===== src/rtl/serial_byte_receiver_pkg.sv =====
// Shared types and defaults for the serial byte receiver.
// Holds the FSM state enum, default parameters and the counter-width constant.
package serial_byte_receiver_pkg;

  typedef enum logic {
    IDLE  = 1'b0,
    SHIFT = 1'b1
  } state_e;

  localparam int DEF_WIDTH  = 8;
  localparam int DEF_OFFSET = 1;
  localparam int CNT_W      = $clog2(DEF_WIDTH);

endpackage


===== src/rtl/rx_out_slot.sv =====
// Single-entry output register with overrun flag; load to data_valid is 1 cycle.
// Accepts a new word when empty or being drained this cycle, else drops it and sets sticky overrun.
module rx_out_slot #(
  parameter int WIDTH = 8
) (
  input  logic             clk,
  input  logic             reset,
  input  logic             load,
  input  logic [WIDTH-1:0] word,
  input  logic             out_ready,
  output logic [WIDTH-1:0] data_out,
  output logic             data_valid,
  output logic             overrun
);

  logic [WIDTH-1:0] data_q, data_d;
  logic             valid_q, valid_d;
  logic             overrun_q, overrun_d;
  logic             consume;

  assign consume = valid_q & out_ready;

  always_comb begin
    data_d    = data_q;
    valid_d   = valid_q;
    overrun_d = overrun_q;
    if (load) begin
      if (!valid_q || out_ready) begin
        data_d  = word;
        valid_d = 1'b1;
      end else begin
        overrun_d = 1'b1;
      end
    end else if (consume) begin
      valid_d = 1'b0;
    end
  end

  always_ff @(posedge clk) begin
    if (reset) begin
      data_q    <= '0;
      valid_q   <= 1'b0;
      overrun_q <= 1'b0;
    end else begin
      data_q    <= data_d;
      valid_q   <= valid_d;
      overrun_q <= overrun_d;
    end
  end

  assign data_out   = data_q;
  assign data_valid = valid_q;
  assign overrun    = overrun_q;

endmodule


===== src/rtl/serial_byte_receiver.sv =====
// MSB-first serial-to-parallel receiver removing the transmitter's +OFFSET; WIDTH cycles start-to-valid.
// Output is a registered valid/ready slot; words completing into a full, undrained slot set overrun.
module serial_byte_receiver
  import serial_byte_receiver_pkg::*;
#(
  parameter int WIDTH  = DEF_WIDTH,
  parameter int OFFSET = DEF_OFFSET
) (
  input  logic             clk,
  input  logic             reset,
  input  logic             start,
  input  logic             serial_in,
  input  logic             out_ready,
  output logic [WIDTH-1:0] data_out,
  output logic             data_valid,
  output logic             busy,
  output logic             overrun
);

  // Counter never narrower than the package default, wider only when WIDTH demands it.
  localparam int CW = (WIDTH > (1 << CNT_W)) ? $clog2(WIDTH) : CNT_W;

  state_e           state_q, state_d;
  logic [WIDTH-2:0] sr_q, sr_d;
  logic [CW-1:0]    cnt_q, cnt_d;
  logic [WIDTH-1:0] shifted;
  logic [WIDTH-1:0] decoded;
  logic             load;

  assign shifted = {sr_q, serial_in};
  assign decoded = shifted - WIDTH'(OFFSET);

  always_comb begin
    state_d = state_q;
    sr_d    = sr_q;
    cnt_d   = cnt_q;
    load    = 1'b0;
    case (state_q)
      IDLE: begin
        if (start) begin
          sr_d    = shifted[WIDTH-2:0];
          cnt_d   = CW'(1);
          state_d = SHIFT;
        end
      end
      SHIFT: begin
        sr_d  = shifted[WIDTH-2:0];
        cnt_d = cnt_q + CW'(1);
        if (cnt_q == CW'(WIDTH - 1)) begin
          load    = 1'b1;
          cnt_d   = '0;
          state_d = IDLE;
        end
      end
      default: state_d = IDLE;
    endcase
  end

  always_ff @(posedge clk) begin
    if (reset) begin
      state_q <= IDLE;
      sr_q    <= '0;
      cnt_q   <= '0;
    end else begin
      state_q <= state_d;
      sr_q    <= sr_d;
      cnt_q   <= cnt_d;
    end
  end

  assign busy = (state_q == SHIFT);

  rx_out_slot #(
    .WIDTH(WIDTH)
  ) u_out_slot (
    .clk        (clk),
    .reset      (reset),
    .load       (load),
    .word       (decoded),
    .out_ready  (out_ready),
    .data_out   (data_out),
    .data_valid (data_valid),
    .overrun    (overrun)
  );

endmodule


===== config.mk =====
export PLATFORM = sky130hd
export DESIGN_NAME = serial_byte_receiver
export DESIGN_NICKNAME = d
export VERILOG_FILES = /design/src/rtl/serial_byte_receiver_pkg.sv /design/src/rtl/rx_out_slot.sv /design/src/rtl/serial_byte_receiver.sv
export SDC_FILE = /design/constraint.sdc
export NUM_CORES = 1
export LEC_CHECK = 0
export ABC_AREA = 1
export CORE_MARGIN = 8
export CORE_UTILIZATION = 40
export DETAILED_ROUTE_END_ITERATION = 12
export HOLD_SLACK_MARGIN = 0.15
export MAX_ROUTING_LAYER = met4
export PLACE_DENSITY_LB_ADDON = 0.3
export SLEW_MARGIN = 5
export SYNTH_ARGS = -nofsm -noshare
export SYNTH_HDL_FRONTEND = slang
export SYNTH_SLANG_ARGS = --single-unit

===== constraint.sdc =====
create_clock -name clk -period 1.72 [get_ports clk]
set_clock_uncertainty 0.15 [all_clocks]
set_input_delay 0.172 -clock clk [delete_from_list [all_inputs] [get_ports clk]]
set_output_delay 0.172 -clock clk [all_outputs]
set_load 0.01 [all_outputs]

==> results of run 1 <==
-- metal layers --
metal  vias up  part of all wire [%]  wire length (µm)
met3         2                   4.0                75
met1       368                    48               900
met5         -                     0                 0
li1        429                     -                 -
met4         0                  0.75                14
met2        22                    47               869
-- synth_stat cells --
| cell type | count | share of area [%] |
|---|---|---|
| nor3_1 | 1 | 0.55 |
| dfxtp_1 | 21 | 46 |
| nand3_1 | 7 | 3.9 |
| nand2_2 | 1 | 0.69 |
| clkbuf_1 | 1 | 0.41 |
| ha_1 | 3 | 4.1 |
| a211oi_1 | 1 | 0.83 |
| inv_1 | 18 | 7.5 |
| a21oi_1 | 15 | 8.3 |
| nor2_4 | 1 | 1.2 |
| buf_6 | 1 | 1.2 |
| nor2_1 | 19 | 7.9 |
| buf_4 | 1 | 0.83 |
| nand2_1 | 19 | 7.9 |
| o21ai_0 | 14 | 7.7 |
| buf_2 | 1 | 0.55 |
-- power groups by stage --
stage | Sequential [µW] | Combinational (µW) | Clock, µW
5_1_grt | 523 | 114 | 272
3_5_place_dp | 530 | 99.2 | 0
4_1_cts | 520 | 99.8 | 241
2_1_floorplan | 528 | 67.4 | 0
6_report | 520 | 100 | 237
3_3_place_gp | 530 | 96.1 | 0
-- cell families after synthesis --
group / Yosys count
compound gates: 30
fa+ha+maj: 3
flops: 21
buf+inv: 22
simple gates: 48
-- state kept, by name, indices dropped and copies added, names as in the netlist --
register               count
u_out_slot.overrun         1
u_out_slot.data_valid      1
u_out_slot.data_out        8
cnt_q                      3
busy                       1
sr_q                       7
-- placed cells by master, fill, tap and decap left out, drive strengths merged --
| master | Yosys | layout |
|---|---|---|
| dfxtp | 21 | 21 |
| nor2 | 20 | 20 |
| nand2 | 20 | 20 |
| inv | 18 | 18 |
| a21oi | 15 | 15 |
| clkdlybuf4s50 | 0 | 15 |
| o21ai | 14 | 14 |
| nand3 | 7 | 7 |
| clkbuf | 1 | 4 |
| ha | 3 | 3 |
| buf | 3 | 2 |
| nor3 | 1 | 1 |
| a211oi | 1 | 1 |
-- stage by stage --
| stage | total power (µW) | hold WS [ps] |
|---|---|---|
| 6_report | 857 | 332 |
| 5_1_grt | 909 | 352 |
| 4_1_cts | 861 | 331 |
| 3_5_place_dp | 629 | 310 |
| 3_3_place_gp | 626 | 297 |
| 2_1_floorplan | 595 | 112 |
-- path summary, 6_finish.rpt --
| check | from | to | slack, ps | depth (start not counted) |
|---|---|---|---|---|
| hold reg to reg | u_out_slot.overrun | u_out_slot.overrun | 330 | 2 |
| hold / removal | u_out_slot.overrun | u_out_slot.overrun | 330 | 2 |
| setup / recovery | busy | busy | 150 | 1 |
| setup reg to reg | cnt_q[0] | u_out_slot.data_out[6] | 150 | 7 |
-- what timing repair did --
action                                 4_1_cts  5_1_grt
endpoints found under the hold margin        0        0
setup endpoints to repair                    0        2
gates resized for setup                      0        1
-- final cells by class --
class	count	area (µm²)	area share, %
multi-input combinational	81	390	35.3
inverter	18	67.6	6.11
tap	28	35.0	3.17
timing repair buffer	17	165	14.9
clock buffer	4	26.3	2.38
sequential	21	422	38.1
==> flow_summary.toml, run 1 <==
[timing]
final-hold-violation-count = 0
tns_ps = 0
min_period_ps = 1570
fmax_mhz = 635
rsz0062_at_grt = "no"
fin_crit_sh_pct = 91.5
relSlewSlack_pct = 78.8
layout_setup_ws_ps = 146
tightest_slew_ps = 317
setup_viol = 0
drv_slew = 0

[finish]
insertedDiodeCount = 0
final_util_pct = 51.0
drive_gt1_share_pct = 5.67
n_fill_cell = 220
area_delta_synth_final_pct = 22.1
final_area_um2 = 1110
layout.nets = 150
stdcell_count = 169

[routing]
wire_per_inst_um = 11.0
drc_errors = 0
drtIter0Drc = 25
drt_wl_total_mm = 1.86
vias = 821
viasPerCell = 4.86
ant_nets = 0
drtPass1Iterations = 4

[worst_setup_path]
cp_max_fo = 7
critPathLaunchType = "flop"
critPathTopFamily = "buffers and inverters"
cp.arrival_ps = 1250
worstPathCellList = "clkdlybuf4s50_1"
worst_setup_path_end_kind = "output port"
cpMaxStageDelayCell = "clkdlybuf4s50_1"
critPathKind = "reg2out"
critPathMaxStageDelay_ps = 550
critPathBufInv = 1
worstPathRequired_ps = 1400

[clock_tree]
tritoncts = "built"
clk_latency_ps = 300
cts_max_level = 1
cts.sinks = 21
numCtsBuffers = 3
holdBufCountCts = 0
post-cts-setup-buffers = 0
cts-root-buf = "clkbuf_4"
clk_pin_slew_worst_paths_ps = 110
clockBufferDepth = 2

[logic_synthesis]
synth.yosys.seq_area_share_pct = 46.4
synthAdderAreaFrac_pct = 4.14
muxShareOfSynthArea_pct = 0
synth_area_um2 = 906
ys_types = 16
synthSimpleGateAreaFrac_pct = 22.1
synth_top_family_by_area = "simple AND/OR/NAND/NOR gates"
synth_compound_area_share_pct = 16.9
synth_xor_area_share_pct = 0
synth_fp_nets = 132
avgSynthCellArea_um2 = 7.31
ys_seq_elements = 21
yosys_warnings = 0
syn_inst = 124

[worst_hold_path]
hold_class = "reg2reg"

[power_and_ir_drop]
p_leak_uw = 0.000482
switching_power_uw = 223
clkPwrFrac_pct = 27.6
cellPowerDensity_nw_per_um2 = 775
p_int_uw = 634
irDropWorstVdd_v = 0.000558
sequentialPowerShare_pct = 60.7
comb_power_share_pct = 11.7
power_switching_share_pct = 26.1

[global_route]
use_met3_pct = 2.30
antenna_found_initial = 0
busiest_layer = "met2"
met1_usage_pct = 12.3
grt_max_degree = 18
grt_pass1_vias = 780
grt.overflow.total = 0
grt_pass1_wl_mm = 3.37
grt_usage_pct = 10.1
use_met2_pct = 16.1

[floorplanning]
ios = 16
die_y_um = 63.6
die_w_um = 63.6
core_area_um2 = 2170
die_area_um2 = 4040
rows = 17
initial_core_util_pct = 41.8

[placement]
hpwl_mm = 1.38
place_area_um2 = 1080
detailedPlace.worstSlack_ps = 55.3
portBuffers = 15
gp_congestion = 0.932
dp_cells = 165

[outcome]
status = "finished clean"

[flow_run]
max_cap_violations = 0
No activity file was read; power rests on OpenSTA's default activity.
==> run 2, diff against run 1 <==
- CORE_ASPECT_RATIO: unset -> 0.7
==> run 2 against run 1 <==
Via count decreased by 2.1%. Die area increased by 0.60%. Final cell count increased by 4.7%. Critical path depth unchanged. Core utilization increased by 2.6 points. Clock power decreased by 4%. Critical path type unchanged. Critical endpoint unchanged.
==> flow_summary.toml, run 2 (synthesis gave the netlist of run 1 again) <==
[timing]
tightest_slew_ps = 289
rsz0062_at_grt = "no"
min_period_ps = 1580
layout_setup_ws_ps = 140
tns_ps = 0
relSlewSlack_pct = 80.7
drv_slew = 0
fin_crit_sh_pct = 91.9
final-hold-violation-count = 0
fmax_mhz = 633
setup_viol = 0

[routing]
drc_errors = 0
viasPerCell = 4.54
drtPass1Iterations = 4
drtIter0Drc = 17
drt_wl_total_mm = 1.85
vias = 804
ant_nets = 0
wire_per_inst_um = 10.4

[flow_run]
max_cap_violations = 0

[power_and_ir_drop]
p_int_uw = 634
switching_power_uw = 212
irDropWorstVdd_v = 0.000491
sequentialPowerShare_pct = 61.5
cellPowerDensity_nw_per_um2 = 733
p_leak_uw = 0.000506
clkPwrFrac_pct = 26.8
comb_power_share_pct = 11.7
power_switching_share_pct = 25.0

[worst_setup_path]
worst_setup_path_end_kind = "output port"
critPathMaxStageDelay_ps = 560
rr_worst_depth = 7
r2r_start = "cnt_q[0]"
critPathBufInv = 1
cp_max_fo = 7
critPathKind = "reg2out"
worstPathRequired_ps = 1400
cpMaxStageDelayCell = "clkdlybuf4s50_1"
r2r_slack_ps = 210
cp.arrival_ps = 1260
critPathLaunchType = "flop"
critPathTopFamily = "buffers and inverters"
r2r_end = "u_out_slot.data_out[6]"
worstPathCellList = "clkdlybuf4s50_1"

[outcome]
status = "finished clean"

[worst_hold_path]
hold_end = "cnt_q[1]"
min_from = "cnt_q[1]"
whs_path_depth = 2
hold_class = "reg2reg"

[floorplanning]
die_area_um2 = 4070
core_area_um2 = 2150
rows = 14
initial_core_util_pct = 42.0
ios = 16
die_w_um = 72.9
die_y_um = 55.8

[placement]
gp_congestion = 0.875
hpwl_mm = 1.36
detailedPlace.worstSlack_ps = 64.9
portBuffers = 15

[global_route]
grt_pass1_wl_mm = 3.22
grt_pass1_vias = 722
grt_max_degree = 18
antenna_found_initial = 0
grt.overflow.total = 0
grt_usage_pct = 10.0

[clock_tree]
cts-root-buf = "clkbuf_4"
clk_latency_ps = 290
cts_max_level = 1
clk_pin_slew_worst_paths_ps = 100
numCtsBuffers = 3
tritoncts = "built"
clockBufferDepth = 2
cts.sinks = 21

[finish]
insertedDiodeCount = 0
multi_input_area_um2 = 390
n_fill_cell = 206
mostFrequentLayoutCells = "dfxtp_1 (20), nor2_1 (19), nand2_1 (19)"
register_area_um2 = 422
layout_commonest_cell = "dfxtp_1"
drive_gt1_share_pct = 8.28
layout.nets = 154
largest_reg_flops = 8
area_delta_synth_final_pct = 27.3
-- run 2: changes by cell type in the layout (fill, tap and decap cells not counted), sizes merged --
cell	change
buf	+4
-- run 2: worst max path at each step --
stage / cells after the start / end / slack [ps] / start
6_report: 1 / busy / 140 / busy
5_1_grt: 9 / u_out_slot.data_out[4] / 60 / cnt_q[0]
4_1_cts: 1 / busy / 40 / busy
3_5_place_dp: 7 / u_out_slot.data_out[6] / 60 / cnt_q[0]
3_3_place_gp: 9 / u_out_slot.data_out[4] / 130 / serial_in
2_1_floorplan: 8 / u_out_slot.data_out[7] / 320 / cnt_q[0]
-- run 2: cell type report --
cell class              instances  share of cell area, %
clock buffers                   4                   2.28
inverters                      18                   5.86
multi-input cells              81                   33.8
flip-flops and latches         21                   36.6
repair buffers                 21                   18.0
well taps                      32                   3.47
-- run 2: worst min-delay path, cell delays in order (launching register included) --
cell	delay [ps]
dfxtp_1	320
nand2_1	60
a21oi_1	50
-- run 2: metal layers --
| metal | global-route usage [%] | wire length (µm) | up-vias |
|---|---|---|---|
| met5 | - | 0 | - |
| met4 | 1.99 | 11 | 0 |
| met3 | 5.04 | 111 | 2 |
| met2 | 14.0 | 736 | 16 |
| met1 | 12.6 | 987 | 348 |
| li1 | - | - | 438 |
-- run 2: metrics by stage --
stage	hold slack (ps)	total power (µW)	cells	util (%)	instance area (µm²)
after detailed placement	311	628	169	50.3	1080
after CTS	326	860	173	51.5	1110
after floorplan	112	595	124	-	906
after global placement	302	626	169	50.3	1080
final	324	846	177	53.5	1150
after global routing	367	900	177	53.5	1150
-- run 2: power by group through the flow --
stage	Clock (µW)	Sequential, µW	Combinational, µW
4_1_cts	243	519	98.5
2_1_floorplan	0	528	67.4
3_5_place_dp	0	530	97.7
6_report	227	520	99.0
3_3_place_gp	0	530	95.9
5_1_grt	263	523	114
-- run 2: what timing repair did --
action                                  4_1_cts  5_1_grt
endpoints found under the setup margin        0        6
hold buffers                                  0        0
setup buffers                                 0        4
gates resized for setup                       0        1
